## config.mk

```make
export PLATFORM = sky130hd
export DESIGN_NAME = instr_fetch_unit
export DESIGN_NICKNAME = d
export VERILOG_FILES = /design/src/rtl/kgp_fetch_pkg.sv /design/src/rtl/fetch_queue.sv /design/src/rtl/instr_fetch_unit.sv
export SDC_FILE = /design/constraint.sdc
export NUM_CORES = 1
export LEC_CHECK = 0
export CAP_MARGIN = 30
export CORE_MARGIN = 3
export CORE_UTILIZATION = 40
export DETAILED_ROUTE_END_ITERATION = 10
export GPL_ROUTABILITY_DRIVEN = 0
export HOLD_SLACK_MARGIN = 0.08
export PLACE_DENSITY = 0.74
export SLEW_MARGIN = 15
export SYNTH_ARGS = -nofsm -noshare
export SYNTH_HDL_FRONTEND = slang
export SYNTH_SLANG_ARGS = --single-unit
```

## constraint.sdc

```tcl
create_clock -name clk -period 3.96 [get_ports clk]
set_input_delay 1.188 -clock clk [delete_from_list [all_inputs] [get_ports clk]]
set_output_delay 1.188 -clock clk [all_outputs]
set_load 0.01 [all_outputs]
```

## src/rtl/kgp_fetch_pkg.sv

```systemverilog
// kgp_fetch_pkg: shared state encoding, default widths and queue entry type for instruction fetch
package kgp_fetch_pkg;
  localparam int FETCH_ADDR_W = 32;
  localparam int FETCH_DATA_W = 32;
  typedef enum logic [1:0] {S_IDLE, S_REQ, S_WAIT, S_DROP} fetch_state_e;
  typedef struct packed {
    logic [FETCH_ADDR_W-1:0] addr;
    logic [FETCH_DATA_W-1:0] data;
  } fetch_entry_t;
endpackage

```

## src/rtl/fetch_queue.sv

```systemverilog
// fetch_queue: small instruction FIFO holding fetched {addr, data} pairs with flush
module fetch_queue
  import kgp_fetch_pkg::*;
#(
  parameter int QDEPTH = 2
) (
  input  logic                      clk,
  input  logic                      rst,
  input  logic                      push,
  input  logic                      pop,
  input  logic                      flush,
  input  fetch_entry_t              din,
  output fetch_entry_t              dout,
  output logic                      valid,
  output logic [$clog2(QDEPTH):0]   count
);
  localparam int PW = $clog2(QDEPTH);
  localparam int CW = PW + 1;
  fetch_entry_t      mem [QDEPTH];
  logic [PW-1:0]     wr_ptr, rd_ptr;
  assign dout  = mem[rd_ptr];
  assign valid = count != '0;
  // pointers wrap naturally because QDEPTH is a power of two; flush outranks push/pop
  always_ff @(posedge clk or negedge rst)
    if (!rst) begin
      wr_ptr <= '0;
      rd_ptr <= '0;
      count  <= '0;
      for (int i = 0; i < QDEPTH; i++) mem[i] <= '0;
    end else if (flush) begin
      wr_ptr <= '0;
      rd_ptr <= '0;
      count  <= '0;
    end else begin
      if (push) mem[wr_ptr] <= din;
      if (push) wr_ptr <= wr_ptr + 1'b1;
      if (pop) rd_ptr <= rd_ptr + 1'b1;
      count <= count + CW'(push) - CW'(pop);
    end
endmodule

```

## src/rtl/instr_fetch_unit.sv

```systemverilog
// instr_fetch_unit: issues PC addresses to instruction memory and queues returned words for decode
module instr_fetch_unit
  import kgp_fetch_pkg::*;
#(
  parameter int ADDR_W = FETCH_ADDR_W,
  parameter int DATA_W = FETCH_DATA_W,
  parameter int QDEPTH = 2
) (
  input  logic              clk,
  input  logic              rst,
  input  logic [ADDR_W-1:0] pc_in,
  input  logic              pc_valid,
  output logic              pc_ready,
  input  logic              flush,
  output logic              mem_req_valid,
  output logic [ADDR_W-1:0] mem_req_addr,
  input  logic              mem_req_ready,
  input  logic              mem_rsp_valid,
  input  logic [DATA_W-1:0] mem_rsp_data,
  output logic              instr_valid,
  output logic [DATA_W-1:0] instr,
  output logic [ADDR_W-1:0] instr_pc,
  input  logic              instr_ready,
  output logic              misalign_err
);
  localparam int CW = $clog2(QDEPTH) + 1;
  fetch_state_e      state;
  logic [ADDR_W-1:0] addr_q;
  logic              started, accept, push, pop;
  logic [CW-1:0]     count;
  fetch_entry_t      head;
  assign pc_ready      = started && state == S_IDLE && count < CW'(QDEPTH) && !misalign_err && !flush;
  assign accept        = pc_valid && pc_ready;
  assign mem_req_valid = state == S_REQ && !flush;
  assign mem_req_addr  = addr_q;
  assign push          = state == S_WAIT && mem_rsp_valid && !flush;
  assign pop           = instr_valid && instr_ready;
  assign instr         = head.data;
  assign instr_pc      = head.addr;
  // one outstanding request; flush withdraws a pending request and drains an in-flight response
  always_ff @(posedge clk or negedge rst)
    if (!rst) begin
      state        <= S_IDLE;
      addr_q       <= '0;
      started      <= 1'b0;
      misalign_err <= 1'b0;
    end else begin
      started <= 1'b1;
      if (flush) begin
        misalign_err <= 1'b0;
        state        <= ((state == S_WAIT || state == S_DROP) && !mem_rsp_valid) ? S_DROP : S_IDLE;
      end else
        case (state)
          S_IDLE: if (accept) begin
            if (pc_in[1:0] != 2'b00) misalign_err <= 1'b1;
            else begin
              addr_q <= pc_in;
              state  <= S_REQ;
            end
          end
          S_REQ:  if (mem_req_ready) state <= S_WAIT;
          S_WAIT: if (mem_rsp_valid) state <= S_IDLE;
          S_DROP: if (mem_rsp_valid) state <= S_IDLE;
        endcase
    end
  fetch_queue #(.QDEPTH(QDEPTH)) u_queue (
    .clk   (clk),
    .rst   (rst),
    .push  (push),
    .pop   (pop),
    .flush (flush),
    .din   ('{addr: addr_q, data: mem_rsp_data}),
    .dout  (head),
    .valid (instr_valid),
    .count (count)
  );
endmodule

```

==> impl_metrics.json <==
{
  "postCtsSetupBuffers": 0,
  "path_delay_family": "buffers and inverters",
  "clkLatencyLatePin_ns": 0.42,
  "arrival_ns": 2.49,
  "io_pins": 171,
  "drc_errors": 0,
  "peakVddDrop_uv": 295,
  "crit_fanout": 3,
  "avgRoutedWirePerCell_um": 18.2,
  "hold_viol": 0,
  "crit_type": "primary input to output port",
  "path_cells": "clkdlybuf4s50_1 > nor2_1 > and2_1 > clkdlybuf4s50_1",
  "core_area_um2": 18100,
  "fmax_mhz": 272,
  "cap_violations": 0,
  "setup-violations-final": 0,
  "die_x_um": 143,
  "cts_tree": "yes",
  "numCtsBuffers": 17,
  "setup.worst_path.start": "flush",
  "cp.required_ns": 2.77,
  "syn_avg_cell_area_um2": 16.7,
  "crit_path_start_kind": "primary input",
  "p_leak_nw": 4.62,
  "cts-hold-fix-buffers": 0,
  "power_density_nw_per_um2": 517,
  "ys_async_sr_fraction_pct": 100,
  "grt_overflow": 0,
  "synth_top_area_cell": "dfrtp_1",
  "synth_most_common_cell": "dfrtp_1",
  "cts_sinks": 168,
  "yosysSeqAreaShare_pct": 56.3,
  "cts_resized": 0,
  "drive_gt1_share_pct": 42.2,
  "dp_hpwl_mm": 10.6,
  "tns_ns": 0,
  "grt_first_pass_wirelength_mm": 25.4,
  "drv_slew": 0,
  "slew_headroom_pct": 62.8,
  "grt_max_degree": 83,
  "synth_top_area_share_pct": 56.3,
  "grt_pass1_vias": 4828,
  "clk_pin_slew_worst_paths_ns": 0.06,
  "synth_edf_count": 0,
  "firstDrtPassIters": 4,
  "crit_buf_inv": 2,
  "die-area_um2": 20300,
  "ys_warn_count": 0,
  "syn_nets": 521,
  "vias_per_cell": 4.91,
  "crit_path_end_kind": "output port",
  "worst_path_max_delay_cell": "clkdlybuf4s50_1",
  "dr.first_iter.drc_count": 105,
  "hold_path.class": "flip-flop to flip-flop",
  "rrSetupSlack_ns": 1.94,
  "period_minus_slack_ns": 3.68,
  "ys_ff_latch": 168,
  "wl_mm": 15.7,
  "reg2reg_depth": 4,
  "skew_ns": 0.0117,
  "antenna_found_initial": 0,
  "max_stage_delay_ns": 0.54,
  "period_share_pct": 92.9,
  "ant_nets": 0,
  "initial_core_util_pct": 41.1,
  "cts_buffer_depth": 2,
  "vias": 4253,
  "syn_area_um2": 7460,
  "syn_to_final_growth_pct": 32.6,
  "hold_start": "u_queue.mem[51]",
  "io_buffers": 170,
  "tightestPinTransition_ns": 0.558,
  "die_h_um": 143,
  "rr_startpoint": "state[0]",
  "fill_cells": 1480,
  "final_core_util_pct": 54.6,
  "r2r-end": "mem_req_addr[15]",
  "synthTopCellsByCount": "dfrtp_1, mux2_2, mux2_4",
  "rows": 49,
  "outcome": "completed",
  "insertedDiodeCount": 0,
  "crit_top_cell": "clkdlybuf4s50_1",
  "synth.distinct_cells": 30,
  "ys_top_cells_by_area": "dfrtp_1, mux2_2, mux2_4, buf_12, buf_4",
  "syn_inst": 448,
  "nNetsFinal": 698,
  "cts_root_buffer": "clkbuf_16",
  "rsz0062_at_grt": "no",
  "hold_depth": 1,
  "htreeDepth": 4,
  "hold_end": "u_queue.mem[51]",
  "grt_use_total_pct": 15.9,
  "synth_flop_cell": "dfrtp_1"
}
## routing by layer
layer  share of wire [%]  vias to the layer above  wire length [um]  global-route usage (%)
met3                 4.5                       14               711                    4.64
li1                    -                     1954                 -                       -
met5                   0                        -                 0                       0
met2                  52                      100              8150                    26.9
met1                  42                     2185              6680                    19.6
met4                 1.3                        0               207                    5.15
## power by group
group	switching (W)	leakage, nW	internal [W]
Sequential	0.000184	2.26	0.00194
Combinational	0.000485	2.08	0.000863
Clock	0.000674	0.279	0.000962
## sequential cells by signal, summed over array words and instances (netlist names)
register / cells
u_queue.mem: 128
u_queue.count: 2
state: 2
misalign_err: 1
u_queue.rd_ptr: 1
mem_req_addr: 32
u_queue.wr_ptr: 1
started: 1
## per-stage QoR
step	cells	total power [W]	hold slack (ns)	area, um2	setup WS [ns]
after global placement	835	0.00348	0.468	9320	0.275
after floorplan	448	0.00278	0.459	7460	1.10
after detailed placement	835	0.00352	0.485	9320	0.306
final	867	0.00511	0.497	9900	0.281
after global routing	867	0.00535	0.512	9900	0.209
after CTS	867	0.00518	0.499	9900	0.286
## area by class of cell
type	instances	area, um2	area share [%]
multi-input combinational	253	3000	30.3
timing repair buffer	181	1810	18.3
sequential	168	4210	42.5
clock buffer	21	460	4.65
inverter	4	15.0	0.152
clock inverter	11	124	1.25
tap	229	287	2.89
## how the worst max path moves through the flow
| stage | depth (start not counted) | endpoint | slack (ns) |
|---|---|---|---|
| after floorplan | 2 | mem_req_valid | 1.10 |
| after global placement | 4 | mem_req_valid | 0.27 |
| after detailed placement | 4 | mem_req_valid | 0.31 |
| after CTS | 4 | mem_req_valid | 0.29 |
| after global routing | 4 | mem_req_valid | 0.21 |
| final | 4 | mem_req_valid | 0.28 |
## worst register-to-register path, delay by kind of cell (launching register included)
family	cells	cell delay (ns)
and+or+nand+nor	2	0.77
muxes	1	0.31
buffers and inverters	1	0.37
DFF	1	0.45
## cell families after synthesis
group,count (synthesis),share of synthesized area (%)
AOI/OAI and AO/OA,4,0.402
xor gates and xnor gates,4,0.469
adders and majority gates,2,0.335
buffers and inverters,27,3.50
DFF,168,56.3
muxes,222,36.7
other,1,0.0502
and+or+nand+nor,20,2.21
## cells in the final DEF, fill, tap and decap left out, types with 2 or more instances in the layout
master / n
clkbuf_8: 2
bufinv_16: 2
xor2_1: 2
clkbuf_1: 2
nand3b_1: 2
mux2_2: 156
ha_1: 2
clkinvlp_4: 3
clkinv_2: 3
buf_12: 2
dfrtp_1: 167
clkdlybuf4s50_1: 169
mux2_4: 64
xnor2_1: 2
inv_1: 4
clkbuf_16: 17
and2_1: 4
nor2_1: 6
buf_4: 9
clkinv_4: 3
mux2_1: 2
Power figures use the tool's default switching activity.
